File: src/rtl/shfl_seq_pkg.sv
// Shared types for the shift-to-first-one sequencer.
// Holds the data and shift-amount widths and the FSM state encoding.
// Imported by the interface and the sequencer.
package shfl_seq_pkg;
   localparam int DATA_W  = 16;
   localparam int SHAMT_W = $clog2(DATA_W) + 1;

   typedef logic [DATA_W-1:0]  t_data;
   typedef logic [SHAMT_W-1:0] t_shamt;

   typedef enum logic [1:0] {
      IDLE = 2'd0,
      RUN  = 2'd1,
      DONE = 2'd2
   } t_shfl_state;
endpackage

File: src/rtl/shfl_seq_if.sv
// Request/response bundle for shfl_seq: operation offer in, result out.
// Latency: none, wires only.
// Backpressure: valid/ready on both the start and result sides.
interface shfl_seq_if;
   import shfl_seq_pkg::*;

   logic   start_valid;
   logic   start_ready;
   t_data  A;
   t_data  B;
   logic   res_valid;
   logic   res_ready;
   t_data  result;
   t_shamt shamt;
   logic   ovf;

   // requester side: offers operands, consumes the result
   modport master (
      output start_valid, A, B, res_ready,
      input  start_ready, res_valid, result, shamt, ovf
   );

   // sequencer side
   modport slave (
      input  start_valid, A, B, res_ready,
      output start_ready, res_valid, result, shamt, ovf
   );
endinterface

File: src/rtl/shfl_seq.sv
// Shifts A left by one more than the index of B's lowest set bit, one bit per cycle.
// Latency: tz(B)+2 cycles from acceptance to res_valid (1 cycle when B==0).
// Backpressure: result held in DONE until res_ready; start_ready only in IDLE.
module shfl_seq #(
   parameter int DATA_W = shfl_seq_pkg::DATA_W
) (
   input  logic        clk,
   input  logic        rst,
   input  logic        flush,
   output logic        busy,
   shfl_seq_if.slave   bus
);
   import shfl_seq_pkg::*;

   t_shfl_state state;
   t_shfl_state state_nxt;
   t_data       acc;
   t_data       breg;
   t_shamt      cnt;
   logic        ovf_q;
   logic        accept;

   // state register
   always_ff @(posedge clk) begin
      if (rst) state <= IDLE;
      else     state <= state_nxt;
   end

   // next-state, handshakes and status outputs
   always_comb begin
      state_nxt       = state;
      bus.start_ready = (state == IDLE);
      bus.res_valid   = (state == DONE);
      busy            = (state != IDLE);
      accept          = bus.start_valid && (state == IDLE) && !flush;
      case (state)
         IDLE: if (accept) state_nxt = (bus.B != '0) ? RUN : DONE;
         RUN:  if (breg[0]) state_nxt = DONE;
         DONE: if (bus.res_ready) state_nxt = IDLE;
         default: state_nxt = IDLE;
      endcase
      // flush abandons whatever is in flight, including an unconsumed result
      if (flush) state_nxt = IDLE;
   end

   // datapath: latch operands on acceptance, then one shift/scan step per RUN cycle
   always_ff @(posedge clk) begin
      if (rst) begin
         acc   <= '0;
         breg  <= '0;
         cnt   <= '0;
         ovf_q <= 1'b0;
      end else if (accept) begin
         acc   <= bus.A;
         breg  <= bus.B;
         cnt   <= '0;
         ovf_q <= 1'b0;
      end else if (state == RUN && !flush) begin
         acc   <= {acc[DATA_W-2:0], 1'b0};
         ovf_q <= ovf_q | acc[DATA_W-1];
         cnt   <= cnt + t_shamt'(1);
         // breg is only consulted while RUN continues, so shifting on the last step is harmless
         breg  <= {1'b0, breg[DATA_W-1:1]};
      end
   end

   // result bus reflects the accumulator directly
   always_comb begin
      bus.result = acc;
      bus.shamt  = cnt;
      bus.ovf    = ovf_q;
   end
endmodule

File: src/flat_wrapper.sv
// flat-port wrapper written by rule: the top's interface ports become plain ports
module shfl_seq_flat import shfl_seq_pkg::*;
#(
   parameter int DATA_W = shfl_seq_pkg::DATA_W
)
  (clk, rst, flush, busy, bus_start_valid, bus_A, bus_B, bus_res_ready, bus_start_ready, bus_res_valid, bus_result, bus_shamt, bus_ovf);
  shfl_seq_if bus_i ();
  input  logic clk;
  input  logic rst;
  input  logic flush;
  output logic busy;
  input wire logic [$bits(bus_i.start_valid)-1:0] bus_start_valid;
  input wire logic [$bits(bus_i.A)-1:0] bus_A;
  input wire logic [$bits(bus_i.B)-1:0] bus_B;
  input wire logic [$bits(bus_i.res_ready)-1:0] bus_res_ready;
  output wire logic [$bits(bus_i.start_ready)-1:0] bus_start_ready;
  output wire logic [$bits(bus_i.res_valid)-1:0] bus_res_valid;
  output wire logic [$bits(bus_i.result)-1:0] bus_result;
  output wire logic [$bits(bus_i.shamt)-1:0] bus_shamt;
  output wire logic [$bits(bus_i.ovf)-1:0] bus_ovf;
  assign bus_i.start_valid = bus_start_valid;
  assign bus_i.A = bus_A;
  assign bus_i.B = bus_B;
  assign bus_i.res_ready = bus_res_ready;
  assign bus_start_ready = bus_i.start_ready;
  assign bus_res_valid = bus_i.res_valid;
  assign bus_result = bus_i.result;
  assign bus_shamt = bus_i.shamt;
  assign bus_ovf = bus_i.ovf;
  shfl_seq #(.DATA_W(DATA_W)) u_core (.clk(clk), .rst(rst), .flush(flush), .busy(busy), .bus(bus_i));
endmodule
File: config.mk
export PLATFORM = sky130hd
export DESIGN_NAME = shfl_seq_flat
export DESIGN_NICKNAME = d
export VERILOG_FILES = /design/src/rtl/shfl_seq_pkg.sv /design/src/rtl/shfl_seq_if.sv /design/src/rtl/shfl_seq.sv /design/src/flat_wrapper.sv
export SDC_FILE = /design/constraint.sdc
export NUM_CORES = 1
export LEC_CHECK = 0
export ABC_CLOCK_PERIOD_IN_PS = 2400
export BUFFER_PORTS_ARGS = -buffer_cell sky130_fd_sc_hd__buf_4
export CAP_MARGIN = 20
export CORE_MARGIN = 2
export CORE_UTILIZATION = 48
export DETAILED_ROUTE_END_ITERATION = 10
export PLACE_DENSITY = 0.78
export SKIP_LAST_GASP = 1
export SYNTH_ARGS = -nofsm -noshare
export SYNTH_HDL_FRONTEND = slang
export SYNTH_SLANG_ARGS = --single-unit
File: constraint.sdc
create_clock -name clk -period 2.4 [get_ports clk]
set_clock_uncertainty 0.2 [all_clocks]
set_input_delay 0.48 -clock clk [delete_from_list [all_inputs] [get_ports clk]]
set_output_delay 0.48 -clock clk [all_outputs]
set_load 0.005 [all_outputs]
==> flow_metrics.py, run 1 <==
metrics = {
    "status": {
        "outcome": "finished, final reports clean",
    },
    "clock_network": {
        "clkLatencyLatePin_ns": 0.35,
        "clockBufferDepth": 2,
        "cts_buffers": 5,
        "post_cts_buffers": 0,
        "cts_num_sinks": 40,
        "cts_tree": "yes",
        "clk_pin_slew_ns": 0.12,
        "ctsHoldBuffers": 0,
        "cts_resized": 0,
        "h-tree-depth": 2,
        "cts_root_buffer": "clkbuf_4",
    },
    "global_route": {
        "grt-ovfl-total": 0,
        "grt_pass1_vias": 1487,
        "grt_pass1_wl_um": 6730,
        "grt_start_max_net_pins": 36,
        "antenna_found_initial": 0,
        "grt_use_total_pct": 20.9,
    },
    "die": {
        "die_w_um": 63.5,
        "start_util_pct": 50.6,
        "dieArea_um2": 4040,
        "io_pins": 62,
        "fp.dieH_um": 63.5,
        "num_rows": 21,
        "placeableCoreArea_um2": 3360,
    },
    "setup_path": {
        "worst_ep_arrival_time_ns": 1.26,
        "required_ns": 1.72,
        "cp-start-kind": "flop",
        "crit_type": "reg2out",
        "reg2reg_depth": 4,
        "crit_path_end_kind": "output pin",
        "crit_fanout": 8,
    },
    "routing": {
        "viasPerCell": 5.71,
        "wl_per_cell_um": 13.5,
        "drc": 0,
        "routed_wl_um": 4040,
        "antenna_left": 0,
        "initialDrtViolationCount": 100,
        "dr.pass1.iters": 4,
        "num_vias": 1706,
    },
    "logic_synthesis": {
        "async_reset_ff_share_pct": 0,
        "synth_edf_count": 0,
        "synth_area_leader_cell": "dfxtp_1",
        "synth_flop_cell": "dfxtp_1",
        "synth-seq-area-share_pct": 47.1,
        "synth.top_cell.area_share_pct": 47.1,
        "syn-cell-area_um2": 1700,
        "yosys_register_bits": 40,
        "synthTopCellsByArea": "dfxtp_1 47%, a22oi_1 13%, a21oi_1 11%, nand3_1 9.4%, clkbuf_1 2.2%",
        "synth_cell_types": 29,
        "synthCells": 198,
        "synth_most_common_cell": "dfxtp_1",
        "synth_common_cells": "40 x dfxtp_1, 36 x a21oi_1, 32 x nand3_1, 29 x a22oi_1, 10 x clkbuf_1",
        "ys_warn_count": 0,
        "syn-mean-instance-area_um2": 8.59,
        "synthesis.nets": 236,
    },
    "placed_design": {
        "gp_congestion": 0.752,
        "dp_cells": 292,
        "port_buffers": 61,
        "dp_slack_ns": 0.430,
        "dp_hpwl_um": 2670,
    },
    "finish": {
        "final_nets": 291,
        "n_antenna_cell": 0,
        "fillCellCount": 316,
        "drive_gt1_share_pct": 30.0,
        "area_growth_pct": 32.9,
        "layout.cells.non_filler": 299,
    },
    "timing": {
        "setup_slack_ns": 0.458,
        "worstMarginPinSlew_ns": 0.338,
        "totalNegativeSetupSlack_ns": 0,
        "rsz0062_at_grt": "no",
        "max_freq_mhz": 515,
        "hold_violations": 0,
        "slew_violations": 0,
        "fin_crit_sh_pct": 80.9,
        "setup-violations-final": 0,
        "timing.slew.headroom_pct": 77.5,
        "period_minus_slack_ns": 1.94,
    },
    "power_and_ir_drop": {
        "vdd_drop_max_mv": 0.409,
        "total_power_mw": 1.25,
        "powerDensity_nw_per_um2": 553,
        "power_leakage_nw": 0.892,
    },
    "run": {
        "drv_cap": 0,
    },
    "hold_path": {
        "min_delay_path_depth": 3,
        "worstHoldPathType": "in2reg",
    },
}
## per-layer routing
layer | global-route usage (%) | share of wire [%]
met3 | 5.00 | 6.2
met2 | 32.9 | 49
met5 | 0 | 0
met1 | 26.4 | 43
met4 | 10.9 | 1.8
## critical path: stages, from the launching register on
cell     delay [ns]
dfxtp_1        0.42
or2_2          0.34
inv_1          0.05
buf_4          0.10
## sequential cells by signal (all words and copies together) (netlist names)
register           count
u_core.breg           16
u_core.bus.ovf         1
u_core.bus.result     16
u_core.bus.shamt       5
u_core.state           2
## logic make-up after synthesis
logic type | share of synthesized area, %
compound gates | 26.3
flops | 47.1
xor+xnor | 0.515
simple gates | 20.2
fa+ha+maj | 0.735
buf+inv | 5.15
## path summary, 6_finish.rpt
path	slack, ns	end	startpoint
setup / recovery	0.46	bus_start_ready	u_core.state[1]
hold / removal	0.17	u_core.breg[15]	bus_B[15]
setup reg to reg	0.54	u_core.bus.shamt[2]	u_core.state[0]
hold reg to reg	0.27	u_core.breg[4]	u_core.breg[4]
## power by group
| part | internal [mW] | leakage [nW] | switching [mW] | total, mW |
|---|---|---|---|---|
| clock | 0.166 | 0.0374 | 0.209 | 0.375 |
| sequential | 0.692 | 0.326 | 0.0191 | 0.711 |
| combinational | 0.0884 | 0.529 | 0.0774 | 0.166 |
## placed cells by master, fill, tap and decap left out, types with 2 or more instances in the layout
cell      instances
a21oi_1          36
a22oi_1          29
buf_4            66
clkbuf_4          5
clkbuf_8          2
dfxtp_1          40
inv_1             4
nand2_1           8
nand2b_1          3
nand3_1          32
nor2_1            4
nor4_1            4
o21ai_0           3
or3_1             2
## through the flow
step,area [um2],util [%],hold slack [ns]
6_report,2260,67.3,0.168
5_1_grt,2260,67.3,0.172
4_1_cts,2260,67.3,0.166
3_5_place_dp,2200,65.3,0.259
3_3_place_gp,2200,65.3,0.254
2_1_floorplan,1700,-,0.248
## cell type report
cell class | instances | area, um2 | area share, %
Timing Repair Buffer | 66 | 495 | 21.9
Sequential cell | 40 | 801 | 35.4
Multi-Input combinational cell | 136 | 828 | 36.6
Inverter | 4 | 15.0 | 0.664
Tap cell | 46 | 57.6 | 2.54
Clock buffer | 7 | 65.1 | 2.88
(Power assumes the default switching activity.)
==> run 2: changes to the inputs <==
ABC_AREA = 1   (was not set)
ABC_CLOCK_PERIOD_IN_PS = 2000   (was 2400)
CORE_UTILIZATION = 49   (was 48)
PLACE_DENSITY = 0.79   (was 0.78)
clock period = 2 ns   (was 2.4 ns; I/O delays follow)
==> flow_metrics.py, run 2 <==
metrics = {
    "setup_path": {
        "r2r_start": "u_core.state[0]",
        "crit_path_end_kind": "output pin",
        "path_cells": "inv_1 > nand2_1 > buf_4",
        "timing.rr.end": "u_core.breg[11]",
        "worst_ep_arrival_time_ns": 1.11,
        "cp-start-kind": "flop",
        "r2r_slack_ns": 0.37,
        "cp_slowest_stage_delay_ns": 0.46,
        "cp-endpoint": "busy",
        "startpoint": "u_core.state[0]",
        "cpMaxStageDelayCell": "dfxtp_1",
        "crit_fanout": 5,
        "crit_type": "reg2out",
        "required_ns": 1.40,
        "reg2reg_depth": 6,
    },
    "logic_synthesis": {
        "syn-cell-area_um2": 1780,
        "ys_warn_count": 0,
        "synth_edf_count": 0,
        "synth.top_cell.area_share_pct": 44.9,
        "yosys_register_bits": 40,
        "synth_common_cells": "105 x nand2_1, 40 x dfxtp_1, 28 x a31oi_1, 19 x nor2_1, 11 x inv_1",
        "synthesis.nets": 284,
        "synthCells": 246,
        "synth_most_common_cell": "nand2_1",
        "synth_flop_cell": "dfxtp_1",
        "synthTopCellsByArea": "dfxtp_1 45%, nand2_1 22%, a31oi_1 9.8%, nor2_1 4.0%, buf_6 3.8%",
        "synth_area_leader_cell": "dfxtp_1",
        "synth-seq-area-share_pct": 44.9,
        "syn-mean-instance-area_um2": 7.25,
        "async_reset_ff_share_pct": 0,
        "synth_cell_types": 21,
    },
    "routing": {
        "wl_per_cell_um": 11.3,
        "routed_wl_um": 4000,
        "drc": 0,
        "initialDrtViolationCount": 143,
        "num_vias": 1776,
        "antenna_left": 0,
        "dr.pass1.iters": 4,
        "viasPerCell": 5.02,
    },
    "finish": {
        "drive_gt1_share_pct": 27.6,
        "mostFrequentLayoutCells": "105 x nand2_1, 66 x buf_4, 40 x dfxtp_1, 28 x a31oi_1, 19 x nor2_1",
        "final_core_util_pct": 67.7,
        "area_growth_pct": 29.6,
        "n_antenna_cell": 0,
        "fillCellCount": 337,
        "fin_area_um2": 2310,
        "final_nets": 345,
        "layout.cells.non_filler": 354,
        "final_common_cell": "nand2_1",
    },
    "global_route": {
        "grt_pass1_wl_um": 6750,
        "grt_start_max_net_pins": 31,
        "antenna_found_initial": 0,
        "grt-ovfl-total": 0,
        "grt_use_total_pct": 20.6,
        "grt_pass1_vias": 1582,
    },
    "placed_design": {
        "dp_slack_ns": 0.249,
        "gp_congestion": 0.756,
        "dpl-instance-area_um2": 2230,
        "port_buffers": 61,
        "dp_cells": 346,
        "dp_hpwl_um": 2970,
    },
    "hold_path": {
        "worstHoldPathType": "in2reg",
        "hp-start": "bus_res_ready",
    },
    "clock_network": {
        "cts_resized": 0,
        "clkLatencyLatePin_ns": 0.34,
        "cts_root_buffer": "clkbuf_4",
        "cts_tree": "yes",
        "cts_num_sinks": 40,
        "clk_pin_slew_ns": 0.11,
        "cts_buffers": 5,
        "post_cts_buffers": 0,
        "ctsHoldBuffers": 0,
        "clockBufferDepth": 2,
        "h-tree-depth": 2,
    },
    "die": {
        "placeableCoreArea_um2": 3420,
        "die_w_um": 64.3,
        "io_pins": 62,
        "start_util_pct": 52.2,
        "dieArea_um2": 4140,
        "num_rows": 21,
        "fp.dieH_um": 64.3,
    },
    "timing": {
        "period_minus_slack_ns": 1.71,
        "hold_violations": 0,
        "timing.slew.headroom_pct": 68.3,
        "max_freq_mhz": 584,
        "setup-violations-final": 0,
        "hold_slack_ns": 0.109,
        "setup_slack_ns": 0.286,
        "worstMarginPinSlew_ns": 0.475,
        "totalNegativeSetupSlack_ns": 0,
        "rsz0062_at_grt": "no",
        "fin_crit_sh_pct": 85.7,
        "slew_violations": 0,
    },
    "power_and_ir_drop": {
        "powerDensity_nw_per_um2": 685,
        "total_power_mw": 1.58,
        "vdd_drop_max_mv": 0.369,
        "power_leakage_nw": 0.948,
    },
    "status": {
        "outcome": "finished, final reports clean",
    },
    "run": {
        "drv_cap": 0,
    },
}
==> run 2: cells by family after synthesis <==
family                   share of synthesized area [%]
buffers and inverters                             8.42
flip-flops                                        44.9
AO/OA/AOI/OAI                                     14.5
AND/OR/NAND/NOR                                   31.5
adder cells (fa/ha/maj)                          0.702
==> run 2: where the power goes <==
part           switching (mW)  leakage, nW  total [mW]  internal [mW]
sequential             0.0228        0.326       0.854          0.832
clock                   0.263       0.0422       0.525          0.262
combinational          0.0999        0.579       0.204          0.104
==> run 2: area by class of cell <==
cell class,instances,area (um2),share of cell area [%]
Tap cell,46,57.6,2.49
Clock buffer,6,41.3,1.79
Clock inverter,2,35.0,1.52
Multi-Input combinational cell,181,832,36.0
Inverter,13,48.8,2.11
Sequential cell,40,801,34.7
Timing Repair Buffer,66,495,21.4
==> run 2: worst min path at each step <==
| stage | to | slack [ns] | cells after the start |
|---|---|---|---|
| 6_report | u_core.state[1] | 0.11 | 4 |
| 5_1_grt | u_core.bus.result[0] | 0.11 | 3 |
| 4_1_cts | u_core.state[1] | 0.1 | 4 |
| 3_5_place_dp | u_core.breg[6] | 0.27 | 2 |
| 3_3_place_gp | u_core.breg[9] | 0.27 | 2 |
| 2_1_floorplan | u_core.breg[10] | 0.25 | 2 |
==> run 2: critical path, delay by kind of cell, from the launching register on <==
family / cells / cell delay [ns]
buffers and inverters: 2 / 0.21
and+or+nand+nor: 1 / 0.11
DFF: 1 / 0.46
==> run 2: layer usage <==
| metal | routed length, um | global-route usage, % | vias up |
|---|---|---|---|
| met5 | 0 | 0 | - |
| met4 | 44 | 7.98 | 0 |
| met3 | 256 | 4.05 | 5 |
| met2 | 1810 | 33.7 | 57 |
| met1 | 1890 | 26.5 | 792 |
| li1 | - | - | 922 |
